**src/rtl/mem_arb_pkg.sv**
```systemverilog
// mem_arb_pkg: shared types and constants for the unified-memory arbiter.
package mem_arb_pkg;
    typedef enum logic {IDLE, BUSY} arb_state_t;
    typedef enum logic [1:0] {OWN_NONE, OWN_INSTR, OWN_DATA} arb_owner_t;
    localparam int STARVE_W = 4;
endpackage

```
**src/rtl/mem_arb_prio.sv**
```systemverilog
// mem_arb_prio: data-first winner selection with a saturating fetch starvation counter.
module mem_arb_prio
    import mem_arb_pkg::*;
#(
    parameter int MAX_STARVE = 4
) (
    input  logic clk,
    input  logic rst_n,
    input  logic i_req,
    input  logic d_req,
    input  logic arb_en,
    output logic win_instr,
    output logic win_data
);
    logic [STARVE_W-1:0] cnt_q, cnt_d;

    assign win_instr = arb_en && i_req && (!d_req || cnt_q >= STARVE_W'(MAX_STARVE));
    assign win_data  = arb_en && d_req && !win_instr;

    // Count only arbitrations fetch actually lost; saturate at all ones.
    always_comb
        cnt_d = win_instr ? '0 :
                (win_data && i_req && cnt_q != '1) ? cnt_q + 1'b1 : cnt_q;

    always_ff @(posedge clk)
        if (!rst_n) cnt_q <= '0;
        else        cnt_q <= cnt_d;
endmodule

```
**src/rtl/mem_arbiter.sv**
```systemverilog
// mem_arbiter: shares one single-ported memory between fetch and load/store ports,
// one outstanding transaction at a time, responses routed to the owning requester.
module mem_arbiter
    import mem_arb_pkg::*;
#(
    parameter int ADDR_W     = 32,
    parameter int DATA_W     = 32,
    parameter int MAX_STARVE = 4
) (
    input  logic                clk,
    input  logic                rst_n,
    input  logic                i_req,
    input  logic [ADDR_W-1:0]   i_addr,
    output logic                i_gnt,
    output logic                i_rvalid,
    output logic [DATA_W-1:0]   i_rdata,
    input  logic                d_req,
    input  logic                d_we,
    input  logic [ADDR_W-1:0]   d_addr,
    input  logic [DATA_W-1:0]   d_wdata,
    input  logic [DATA_W/8-1:0] d_be,
    output logic                d_gnt,
    output logic                d_rvalid,
    output logic [DATA_W-1:0]   d_rdata,
    output logic                m_req,
    output logic                m_we,
    output logic [ADDR_W-1:0]   m_addr,
    output logic [DATA_W-1:0]   m_wdata,
    output logic [DATA_W/8-1:0] m_be,
    input  logic                m_rvalid,
    input  logic [DATA_W-1:0]   m_rdata
);
    arb_state_t state_q;
    arb_owner_t owner_q;
    logic       win_i, win_d, resp;

    mem_arb_prio #(.MAX_STARVE(MAX_STARVE)) u_prio (
        .clk      (clk),
        .rst_n    (rst_n),
        .i_req    (i_req),
        .d_req    (d_req),
        .arb_en   (rst_n && state_q == IDLE),
        .win_instr(win_i),
        .win_data (win_d)
    );

    // m_rvalid outside BUSY is spurious and never reaches a requester.
    assign resp     = rst_n && state_q == BUSY && m_rvalid;
    assign i_gnt    = win_i;
    assign d_gnt    = win_d;
    assign m_req    = win_i || win_d;
    assign m_we     = win_d && d_we;
    assign m_addr   = win_i ? i_addr : d_addr;
    assign m_wdata  = win_d ? d_wdata : '0;
    assign m_be     = win_i ? '1 : d_be;
    assign i_rvalid = resp && owner_q == OWN_INSTR;
    assign d_rvalid = resp && owner_q == OWN_DATA;
    assign i_rdata  = m_rdata;
    assign d_rdata  = m_rdata;

    always_ff @(posedge clk) begin
        if (!rst_n) begin
            state_q <= IDLE;
            owner_q <= OWN_NONE;
        end else if (state_q == IDLE && m_req) begin
            state_q <= BUSY;
            owner_q <= win_i ? OWN_INSTR : OWN_DATA;
        end else if (resp) begin
            state_q <= IDLE;
            owner_q <= OWN_NONE;
        end
    end
endmodule

```
**config.mk**
```make
export PLATFORM = sky130hd
export DESIGN_NAME = mem_arbiter
export DESIGN_NICKNAME = d
export VERILOG_FILES = /design/src/rtl/mem_arb_pkg.sv /design/src/rtl/mem_arb_prio.sv /design/src/rtl/mem_arbiter.sv
export SDC_FILE = /design/constraint.sdc
export NUM_CORES = 1
export LEC_CHECK = 0
export CAP_MARGIN = 20
export CORE_AREA = 4 4 105 107
export DETAILED_ROUTE_END_ITERATION = 6
export DIE_AREA = 0 0 109 111
export PLACE_DENSITY_LB_ADDON = 0.05
export SYNTH_ARGS = -nofsm -noshare
export SYNTH_HDL_FRONTEND = slang
export SYNTH_SLANG_ARGS = --single-unit
```
**constraint.sdc**
```tcl
create_clock -name clk -period 1.6 [get_ports clk]
set_input_delay 0.24 -clock clk [delete_from_list [all_inputs] [get_ports clk]]
set_output_delay 0.24 -clock clk [all_outputs]
set_load 0.05 [all_outputs]
```
# After elaboration in Yosys (flattened, before gate mapping)

Index checks and enable logic that the tools add are counted.

Register bits: 7
Input port bits: 138

$add $sub $neg: 1
Order comparisons: 1
Equal/unequal tests: 3
Muxes and demuxes: 8
Bitwise operators: 2
Reductions and logical operators: 19

Operators with widths:

| kind                  | number |
|---|---|
| $mux W32              | 2 |
| $logic_and A1 B1 Y1   | 13 |
| $mux W2               | 3 |
| $add A4 B1 Y4 const B | 1 |
| $ge A4 B3 Y1 const B  | 1 |
| $mux W4               | 1 |
| $ne A4 B4 Y1 const B  | 1 |
| $eq A2 B1 Y1 const B  | 1 |
| $eq A2 B2 Y1 const B  | 1 |
| $logic_not A1 Y1      | 2 |
| $logic_or A1 B1 Y1    | 2 |
| $mux W1               | 2 |
| $not A1 Y1            | 2 |
| $reduce_bool A2 Y1    | 1 |
| $reduce_or A2 Y1      | 1 |

# Logic depth before layout (Yosys ltp)

Depth in word-level cells: 9
Gate-level depth with buffers: 6
Gate-level depth less buffers: 3

# Cells and area by module

From an unflattened synthesis, not the netlist that was laid out.

Cells, all modules: 180
Area, all modules: 1461.4 µm²

By module, submodules not included:

| module       | times used | cells an instance | area an instance (µm²) | seq. area each (µm²) |
|---|---|---|---|---|
| mem_arbiter  | 1          | 158               | 1265.0                 | 60.1 |
| mem_arb_prio | 1          | 22                | 196.4                  | 80.1 |

# Worst setup path before layout

Ideal clock, no wire load.

Path type: flip-flop to output port
From: reg state_q
To: out d_rvalid
Data arrival time: 1.674 ns
Slack: -0.314 ns
Cell stages (with the launch flop): 3
Buffers on the path: 0
Path through: dfxtp_1 nand3_1 nor3b_1

Cells in the longest elaborated chain, start to end: 3

Ends and longest elaborated chain:

| what                             | line              | source |
|---|---|---|
| start, declared                  | mem_arbiter.sv:33 | `arb_state_t state_q;` |
| start signal, assigned           | mem_arbiter.sv:63 | `state_q <= IDLE;` |
| start signal, assigned           | mem_arbiter.sv:66 | `state_q <= BUSY;` |
| start signal, assigned           | mem_arbiter.sv:69 | `state_q <= IDLE;` |
| $logic_and A1 B1 Y1 (2 in a row) | mem_arbiter.sv:48 | `assign resp = rst_n && state_q == BUSY && m_rvalid;` |
| $logic_and A1 B1 Y1              | mem_arbiter.sv:57 | `assign d_rvalid = resp && owner_q == OWN_DATA;` |
| end, declared                    | mem_arbiter.sv:23 | `output logic d_rvalid,` |

Every way passes these cells.

# Final worst setup path

From: reg state_q
To: out m_addr[5]

Cells in the longest elaborated chain, start to end: 5

Ends and longest elaborated chain:

| what                             | line               | source |
|---|---|---|
| $not A1 Y1                       | mem_arbiter.sv:42  | `.arb_en (rst_n && state_q == IDLE),` |
| $logic_and A1 B1 Y1              | mem_arbiter.sv:42  |  |
| $logic_and A1 B1 Y1 (2 in a row) | mem_arb_prio.sv:17 | `assign win_instr = arb_en && i_req && (!d_req \|\| cnt_q >= STARVE_W'(MAX_STARVE));` |
| $mux W32                         | mem_arbiter.sv:53  | `assign m_addr = win_i ? i_addr : d_addr;` |
| end, declared                    | mem_arbiter.sv:27  | `output logic [ADDR_W-1:0] m_addr,` |

Every way passes these cells.

==> impl_metrics.ini <==
[run_status]
status = finished, violations left
failed_checks = negative setup slack

[sta]
fin_tns_setup_ns = -17.38
fin_ws_ns = -0.288
drv_slew = 0
final.period_utilization_pct = 118
finalHoldViolCount = 0
slew_headroom_pct = 82.5
whs_ns = 0.480
worst_pin_slew_ns = 0.261
final.min_clock_period_ns = 1.89
clock-skew-final_ns = 0.000706
max_freq_mhz = 530
setup_violations = 71
rsz0062_at_grt = yes

[worst_hold_path]
hold_class = in2out
whs_path_depth = 0
min_from = m_rdata[23]
min_to = d_rdata[23]

[clock_tree]
cts_sinks = 7
clk_pin_slew_ns = 0.04
clk_path_buf_depth = 2
holdBufCountCts = 0
numCtsBuffers = 3
cts_tree = done
root_buffer = clkbuf_8
insertion_delay_ns = 0.22
h-tree-depth = 1

[placed_design]
dpl_cell_area_mm2 = 0.00349
place.detailed.hpwl_mm = 5.64
io_buffers = 179
place_congestion = 0.701

[critical_path]
worst_setup_path_start_kind = flop
critPathMaxFanout = 7
rrSetupSlack_ns = 0.10
r2r_end = u_prio.cnt_q[0]
worstPathRequired_ns = 1.36
rr_worst_depth = 6
endpoint_kind = output port
regToRegStartpoint = state_q
critical_path_class = reg2out
cp.arrival_ns = 1.65

[power_and_ir_drop]
p_comb_share_pct = 75.3
power_density_mw_per_mm2 = 420
sequentialPowerShare_pct = 10.6
p_leak_nw = 1.78
p_sw_mw = 0.662
p_clk_share_pct = 14.2
p_int_mw = 1.10
finalPower_mw = 1.76
swShare_pct = 37.6
irDropWorstVdd_mv = 0.136

[synthesis]
synth_top_area_share_pct = 31.3
synth.most_common_cell = buf_4
syn_area_per_cell_um2 = 8.53
netlist_top_cells_count = buf_4 (64), and2_1 (33), mux2_2 (18), mux2_4 (14), dfxtp_1 (7)
syn_inst = 180
yosys_warnings = 0
synth_edf_count = 0
synth_ff_type = dfxtp_1
ys_types = 28
synth_area_mm2 = 0.00154
synth-async-reset-ratio_pct = 0
ys_ff_latch = 7
syn-num-nets = 319
synth_area_leader_cell = buf_4
ys_top_cells_by_area = buf_4 (31%), mux2_4 (14%), and2_1 (13%), mux2_2 (13%), dfxtp_1 (9.1%)
ys_seq_area_share_pct = 9.13

[flow_run]
maxCapViolCount = 0

[die]
fp.dieH_um = 111
io_pins = 276
rows = 37
die_w_um = 109
dieArea_mm2 = 0.0121
initial_core_util_pct = 15.1
core_area_mm2 = 0.0101

[layout]
layout-drive-gt1-share_pct = 57.8
seqCellArea_um2 = 144
nets = 465
multi_input_area_mm2 = 0.00104
fillers = 961
syn2layout_area_growth_pct = 173
fin_area_mm2 = 0.00420

[global_routing]
gr-usage-all-layers_pct = 11.0
grt_start_max_net_pins = 18
grt_antenna_before_repair = 2
overflow = 0
grt_pass1_vias = 1930
grt_first_pass_wirelength_mm = 10.3

[detailed_routing]
drt_iter0_markers = 53
vias = 1775
routed_wl_mm = 7.28
first_pass_iters = 3
detail-route-antenna-nets = 0
drc = 0
routed_via_density = 3.83
wl_per_cell_um = 15.7
-- per-stage QoR --
stage	cells	worst slack (ns)	util, %
after floorplan	180	-0.314	-
after global placement	440	-0.559	34.5
after detailed placement	440	-0.568	34.5
after CTS	460	-0.356	40.9
after global routing	462	-0.369	41.4
final	463	-0.288	41.4
-- power groups by stage --
| stage | registers [mW] | clock network [mW] | logic (mW) |
|---|---|---|---|
| after floorplan | 0.189 | 0 | 0.960 |
| final | 0.186 | 0.249 | 1.32 |
| after detailed placement | 0.188 | 0 | 1.11 |
| after global placement | 0.188 | 0 | 1.12 |
| after CTS | 0.185 | 0.258 | 1.32 |
| after global routing | 0.187 | 0.277 | 1.38 |
-- logic make-up after synthesis --
| group | synth area share (%) |
|---|---|
| and+or+nand+nor | 24.2 |
| buffers and inverters | 35.0 |
| muxes | 26.9 |
| adders and majority gates | 0.815 |
| DFF | 9.13 |
| AOI/OAI and AO/OA | 3.99 |
-- repair_timing --
action                                  in CTS  in global routing
pin swaps                                    4                  1
setup buffers                               11                  2
gates cloned                                 6                  2
endpoints found under the setup margin      74                 73
resized for setup                          128                 10
-- layer usage --
layer / wire length (um) / vias up / track usage (%) / part of all wire [%]
met2: 3910 / 133 / 21.5 / 54
met3: 1210 / 23 / 6.41 / 17
met5: 0 / - / 0 / 0
met1: 2030 / 789 / 8.74 / 28
li1: - / 830 / - / -
met4: 116 / 0 / 3.45 / 1.6
-- cell usage in the layout, fill, tap and decap left out --
cell and n:
ha_1 1, and3_1 1, o21a_1 2, and2_4 33
buf_8 20, nor3b_1 2, clkdlybuf4s15_1 1, a21oi_1 3
a31oi_1 1, diode_2 2, or3_1 1, buf_16 5
clkdlybuf4s50_1 102, nor2_4 2, or2_4 4, nor3b_4 1
o311a_1 1, nand3b_1 2, nor2_1 3, dfxtp_1 4
and3b_1 2, nand2_1 1, dlygate4sd2_1 2, clkbuf_16 2
buf_12 46, or3b_1 1, nor2b_1 1, nor3b_2 2
nand3_1 2, dfxtp_2 3, clkbuf_1 1, buf_4 17
mux2_4 32, clkbuf_8 3, buf_6 18, o21ai_0 3
-- critical path, stage by stage (launching register included) --
cell and delay, ns:
dfxtp_2 0.31, nand3b_1 0.20, nor2_4 0.15, buf_6 0.15
buf_16 0.14, mux2_4 0.31, buf_8 0.15
-- final cells by class --
class / count / area share [%]
antenna: 2 / 0.119
clock buffer: 4 / 1.07
multi-input combinational: 101 / 24.9
sequential: 7 / 3.43
tap: 136 / 4.05
timing repair buffer: 213 / 66.4
-- worst max path at each step --
stage,startpoint,endpoint
3_3_place_gp,rst_n,m_addr[10]
2_1_floorplan,state_q,d_rvalid
4_1_cts,state_q,m_addr[10]
6_report,state_q,m_addr[5]
3_5_place_dp,rst_n,m_addr[10]
5_1_grt,state_q,m_addr[5]
-- sequential cells by signal, summed over array words and instances, names as in the netlist --
name	flops
state_q	1
owner_q	2
u_prio.cnt_q	4
Note: power is estimated with default switching activity, not from simulation.
